[config.mk]
export PLATFORM = sky130hd
export DESIGN_NAME = regfile_seq
export DESIGN_NICKNAME = d
export VERILOG_FILES = /design/src/rtl/calc_pkg.sv /design/src/rtl/rf_alu.sv /design/src/rtl/regfile_seq.sv
export SDC_FILE = /design/constraint.sdc
export NUM_CORES = 1
export LEC_CHECK = 0
export CORE_UTILIZATION = 40
export CTS_CLUSTER_DIAMETER = 100
export DETAILED_ROUTE_END_ITERATION = 12
export GPL_ROUTABILITY_DRIVEN = 0
export HOLD_SLACK_MARGIN = 0.03
export PLACE_DENSITY_LB_ADDON = 0.3
export SETUP_SLACK_MARGIN = 0.15
export SLEW_MARGIN = 10
export SYNTH_ARGS = -nofsm -noshare
export SYNTH_HDL_FRONTEND = slang
export SYNTH_SLANG_ARGS = --single-unit
[constraint.sdc]
create_clock -name ck -period 2.8 [get_ports ck]
set_input_delay 0.28 -clock ck [delete_from_list [all_inputs] [get_ports ck]]
set_output_delay 0.28 -clock ck [all_outputs]
set_load 0.01 [all_outputs]
[src/rtl/calc_pkg.sv]
`default_nettype none
// ============================================================================
// Module   : calc_pkg
// Purpose  : Shared opcodes, sequencer state encoding and size defaults for
//            the calculator register-file sequencer.
// Revision : 1.0
// ============================================================================
package calc_pkg;

    localparam int CALC_WIDTH = 16;
    localparam int CALC_SELW  = 2;

    localparam logic [2:0] OP_LDI = 3'b000;
    localparam logic [2:0] OP_MOV = 3'b001;
    localparam logic [2:0] OP_ADD = 3'b010;
    localparam logic [2:0] OP_SUB = 3'b011;
    localparam logic [2:0] OP_AND = 3'b100;
    localparam logic [2:0] OP_OR  = 3'b101;
    localparam logic [2:0] OP_XOR = 3'b110;
    localparam logic [2:0] OP_NOT = 3'b111;

    typedef enum logic [1:0] {
        S_IDLE = 2'd0,
        S_RDA  = 2'd1,
        S_RDB  = 2'd2,
        S_WB   = 2'd3
    } state_t;

endpackage
`default_nettype wire

[src/rtl/rf_alu.sv]
`default_nettype none
// ============================================================================
// Module   : rf_alu
// Purpose  : Combinational result/carry generator for one calculator command.
// Revision : 1.0
// ============================================================================
module rf_alu
    import calc_pkg::*;
#(
    parameter int WIDTH = CALC_WIDTH
) (
    input  logic [2:0]       i_op,
    input  logic [WIDTH-1:0] i_opa,
    input  logic [WIDTH-1:0] i_opb,
    input  logic [WIDTH-1:0] i_imm,
    output logic [WIDTH-1:0] o_value,
    output logic             o_carry
);

    logic [WIDTH:0] w_sum;

    assign w_sum = {1'b0, i_opa} + {1'b0, i_opb};

    always_comb begin
        o_value = '0;
        o_carry = 1'b0;
        case (i_op)
            OP_LDI: o_value = i_imm;
            OP_MOV: o_value = i_opa;
            OP_ADD: begin
                o_value = w_sum[WIDTH-1:0];
                o_carry = w_sum[WIDTH];
            end
            OP_SUB: begin
                o_value = i_opa - i_opb;
                o_carry = (i_opa < i_opb);
            end
            OP_AND: o_value = i_opa & i_opb;
            OP_OR:  o_value = i_opa | i_opb;
            OP_XOR: o_value = i_opa ^ i_opb;
            default: o_value = ~i_opa;
        endcase
    end

endmodule
`default_nettype wire

[src/rtl/regfile_seq.sv]
`default_nettype none
// ============================================================================
// Module   : regfile_seq
// Purpose  : Sequences one calculator command at a time through regfile1's
//            single read port and write port.
// Revision : 1.0
// ============================================================================
module regfile_seq
    import calc_pkg::*;
#(
    parameter int WIDTH = CALC_WIDTH,
    parameter int SELW  = CALC_SELW
) (
    input  logic             ck,
    input  logic             res,
    input  logic             cmd_valid,
    output logic             cmd_ready,
    input  logic [2:0]       cmd_op,
    input  logic [SELW-1:0]  cmd_ra,
    input  logic [SELW-1:0]  cmd_rb,
    input  logic [SELW-1:0]  cmd_rd,
    input  logic [WIDTH-1:0] cmd_imm,
    output logic             busy,
    output logic             done,
    output logic [WIDTH-1:0] result,
    output logic             flag_z,
    output logic             flag_c,
    output logic [SELW-1:0]  rf_rsel,
    input  logic [WIDTH-1:0] rf_q,
    output logic [SELW-1:0]  rf_wsel,
    output logic [WIDTH-1:0] rf_d,
    output logic             rf_we
);

    state_t           r_state;
    logic [2:0]       r_op;
    logic [SELW-1:0]  r_ra;
    logic [SELW-1:0]  r_rb;
    logic [SELW-1:0]  r_rd;
    logic [SELW-1:0]  r_wsel;
    logic [WIDTH-1:0] r_imm;
    logic [WIDTH-1:0] r_opa;
    logic [WIDTH-1:0] r_opb;
    logic [WIDTH-1:0] r_result;
    logic             r_z;
    logic             r_c;

    logic [WIDTH-1:0] w_alu;
    logic             w_carry;
    logic             w_in_wb;
    logic             w_sets_c;

    rf_alu #(.WIDTH(WIDTH)) u_alu (
        .i_op    (r_op),
        .i_opa   (r_opa),
        .i_opb   (r_opb),
        .i_imm   (r_imm),
        .o_value (w_alu),
        .o_carry (w_carry)
    );

    assign w_in_wb  = (r_state == S_WB);
    assign w_sets_c = (r_op == OP_ADD) || (r_op == OP_SUB);

    always_ff @(posedge ck) begin
        if (res) begin
            r_state  <= S_IDLE;
            r_op     <= '0;
            r_ra     <= '0;
            r_rb     <= '0;
            r_rd     <= '0;
            r_wsel   <= '0;
            r_imm    <= '0;
            r_opa    <= '0;
            r_opb    <= '0;
            r_result <= '0;
            r_z      <= 1'b0;
            r_c      <= 1'b0;
        end else begin
            case (r_state)
                S_IDLE: begin
                    if (cmd_valid) begin
                        r_op    <= cmd_op;
                        r_ra    <= cmd_ra;
                        r_rb    <= cmd_rb;
                        r_rd    <= cmd_rd;
                        r_imm   <= cmd_imm;
                        r_state <= (cmd_op == OP_LDI) ? S_WB : S_RDA;
                    end
                end
                S_RDA: begin
                    r_opa   <= rf_q;
                    r_state <= (r_op == OP_MOV || r_op == OP_NOT) ? S_WB : S_RDB;
                end
                S_RDB: begin
                    r_opb   <= rf_q;
                    r_state <= S_WB;
                end
                default: begin
                    r_result <= w_alu;
                    r_z      <= (w_alu == '0);
                    if (w_sets_c) begin
                        r_c <= w_carry;
                    end
                    r_wsel  <= r_rd;
                    r_state <= S_IDLE;
                end
            endcase
        end
    end

    // Outside WB the write-port fields replay the last write so regfile1 sees stable values.
    assign cmd_ready = (r_state == S_IDLE);
    assign busy      = (r_state != S_IDLE);
    assign done      = w_in_wb & ~res;
    assign rf_we     = w_in_wb & ~res;
    assign rf_wsel   = w_in_wb ? r_rd : r_wsel;
    assign rf_d      = w_in_wb ? w_alu : r_result;
    assign rf_rsel   = (r_state == S_RDA) ? r_ra :
                       (r_state == S_RDB) ? r_rb : '0;
    assign result    = r_result;
    assign flag_z    = r_z;
    assign flag_c    = r_c;

endmodule
`default_nettype wire
==> flow_summary.toml <==
[setup_path]
path_max_fanout = 3
worstPathArrival_ns = 3.22
endpoint_kind = "output pin"
worstSetupPathType = "reg2out"
required_ns = 2.52
startpoint_type = "flip-flop"

[timing]
min_period_over_period_pct = 125
rsz0062_at_grt = "true"
slew_headroom_pct = 42.7
slew_viol_final = 0
worstMarginPinSlew_ns = 0.859
post-route-min-period_ns = 3.50
skew_ns = 0.00698
hold_violations = 0
fin_ws_ns = -0.695
setup_viol = 21
fmax_mhz = 286

[cells_and_area]
final_cell_mix = "buf_4 (170), nor2_1 (96), nand2_1 (83)"
final_cell_count_no_fill = 1208
antenna_cells = 0
syn_to_final_growth_pct = 53.1
drive_gt1_share_pct = 33.5
final_area_sq_um = 9380
final_common_cell = "buf_4"
fin_util_pct = 63.6
nFillCells = 1218
fin_nets = 1122

[min_path]
hold_class = "reg2reg"

[floorplanning]
die_x_um = 126
io_pins = 86
fp.coreArea_sq_um = 14800
rows = 44
fp.dieH_um = 126
start_util_pct = 41.6
die_area_sq_um = 15800

[clock_network]
htreeDepth = 3
cts.path.max_buffers = 2
cts_sinks = 79
cts_tree = "done"
clock_latency_ns = 0.35
cts_buffers = 9
clk_pin_slew_ns = 0.06
ctsRootBufferMaster = "clkbuf_16"

[placed_design]
portBuffers = 85
place_area_sq_um = 8230
dpl.hpwl_mm = 14.7
dp_cells = 1160
post-place-ws_ns = -0.834

[logic_synthesis]
yosys.area.top_type = "dfxtp_1"
yosysWarnings = 0
syn_area_per_cell_sq_um = 7.81
synth_edf_count = 0
synth_cell_types = 78
seq_area_frac_synth_pct = 25.8
syn-cell-area_sq_um = 6130
synth_ff_type = "dfxtp_1"
synthTopCellsByArea = "dfxtp_1 (26%), ha_1 (11%), mux2i_1 (9.6%)"
synthCells = 785
ys_async_sr_fraction_pct = 0
syn-num-nets = 887
ys_seq_elements = 79
synthDominantCellAreaShare_pct = 25.8

[job]
maxCapViolCount = 0

[global_route]
grt_max_degree = 81
overflow = 0
grt_pass1_vias = 6490
grt_pass1_wl_mm = 32.9
grtUsageTotal_pct = 26.3
grt_antenna_before_repair = 0

[routing]
postRouteAntennaNets = 0
routedWlPerCell_um = 17.6
dr.pass1.iters = 5
route.detailed.drc = 0
vias = 6697
drtIter0Drc = 626
wirelength_mm = 21.3
routed_via_density = 5.54

[power]
irDropWorstVdd_mv = 0.726
p_per_area_nw_per_um2 = 901
p_leak_nw = 3.80

[outcome]
status = "finished with violations"
violations = "setup timing"
==> what timing repair did <==
item	in CTS	in global routing
resized for setup	126	72
hold buffers	0	0
endpoints found under the setup margin	26	29
pin swaps	41	46
setup buffers	24	9
==> cell usage after synthesis (11+ instances only) <==
| master | n |
|---|---|
| mux2i_1 | 59 |
| mux2_2 | 14 |
| o21ai_0 | 26 |
| ha_1 | 56 |
| a21oi_1 | 71 |
| nor2b_1 | 12 |
| nor3_1 | 21 |
| inv_1 | 56 |
| nor2_1 | 98 |
| dfxtp_1 | 79 |
| a31oi_1 | 11 |
| a211oi_1 | 11 |
| nand2_1 | 83 |
| clkbuf_1 | 33 |
==> path summary, 6_finish.rpt <==
| path | from | to | slack (ns) | cells after the start |
|---|---|---|---|---|
| worst max register to register | r_opb[0]$_SDFFE_PP0P_ | flag_z$_SDFFE_PP0N_ | -0.64 | 16 |
| worst max-delay path | r_opa[0]$_SDFFE_PP0P_ | rf_d[14] | -0.70 | 13 |
| worst min register to register | r_rb[0]$_SDFFE_PP0P_ | r_rb[0]$_SDFFE_PP0P_ | 0.45 | 2 |
| worst min-delay path | r_rb[0]$_SDFFE_PP0P_ | r_rb[0]$_SDFFE_PP0P_ | 0.45 | 2 |
==> state kept, by name, summed over array words and instances (netlist names) <==
name	flops
r_imm	16
result	16
flag_c	1
r_wsel	2
r_opb	16
r_opa	16
r_op	3
flag_z	1
r_ra	2
r_rd	2
r_rb	2
r_state	2
==> where the power goes <==
part | switching (mW) | total (mW) | internal, mW
combinational | 2.85 | 5.74 | 2.89
sequential | 0.178 | 1.52 | 1.35
clock | 0.501 | 1.19 | 0.692
==> critical path: stages (launching register included) <==
cell      delay, ns
dfxtp_2        0.33
inv_2          0.05
ha_4           0.16
fa_2           0.37
or2_4          0.25
a221oi_4       0.27
o211ai_1       0.19
a21oi_2        0.24
a21oi_2        0.09
o21bai_2       0.20
xor2_1         0.21
o22ai_2        0.11
mux2_4         0.27
buf_6          0.12
==> final cells by class <==
| type | count | area [sq um] | share of cell area [%] |
|---|---|---|---|
| Multi-Input combinational cell | 597 | 4700 | 50.1 |
| Timing Repair Buffer | 277 | 2360 | 25.2 |
| Sequential cell | 79 | 1590 | 16.9 |
| Tap cell | 184 | 230 | 2.45 |
| Clock buffer | 9 | 225 | 2.40 |
| Inverter | 56 | 210 | 2.24 |
| Clock inverter | 6 | 68.8 | 0.733 |
==> per-stage QoR <==
step | hold slack [ns] | setup TNS (ns) | total power, mW
5_1_grt | 0.477 | -10.30 | 8.95
4_1_cts | 0.458 | -8.58 | 7.89
3_3_place_gp | 0.443 | -7.34 | 5.71
2_1_floorplan | 0.416 | -0.286 | 4.02
3_5_place_dp | 0.451 | -8.01 | 5.76
6_report | 0.454 | -7.79 | 8.46
==> metal layers <==
metal	wire length (um)	vias up	global-route usage, %	part of all wire (%)
met2	10200	268	44.6	48
li1	-	3223	-	-
met1	8940	3142	32.8	42
met4	815	0	11.3	3.8
met5	0	-	0	0
met3	1380	64	4.59	6.5
==> cell families (layout without fill, tap and decap cells) <==
group,after synthesis,in the layout,share of synthesized area (%)
mux,76,76,13.2
flops,79,79,25.8
compound gates,193,193,20.7
buf+inv,109,348,7.41
fa+ha+maj,58,58,12.1
xor+xnor,8,8,1.14
simple gates,262,262,19.7
Note: power is estimated with default switching activity, not from simulation.
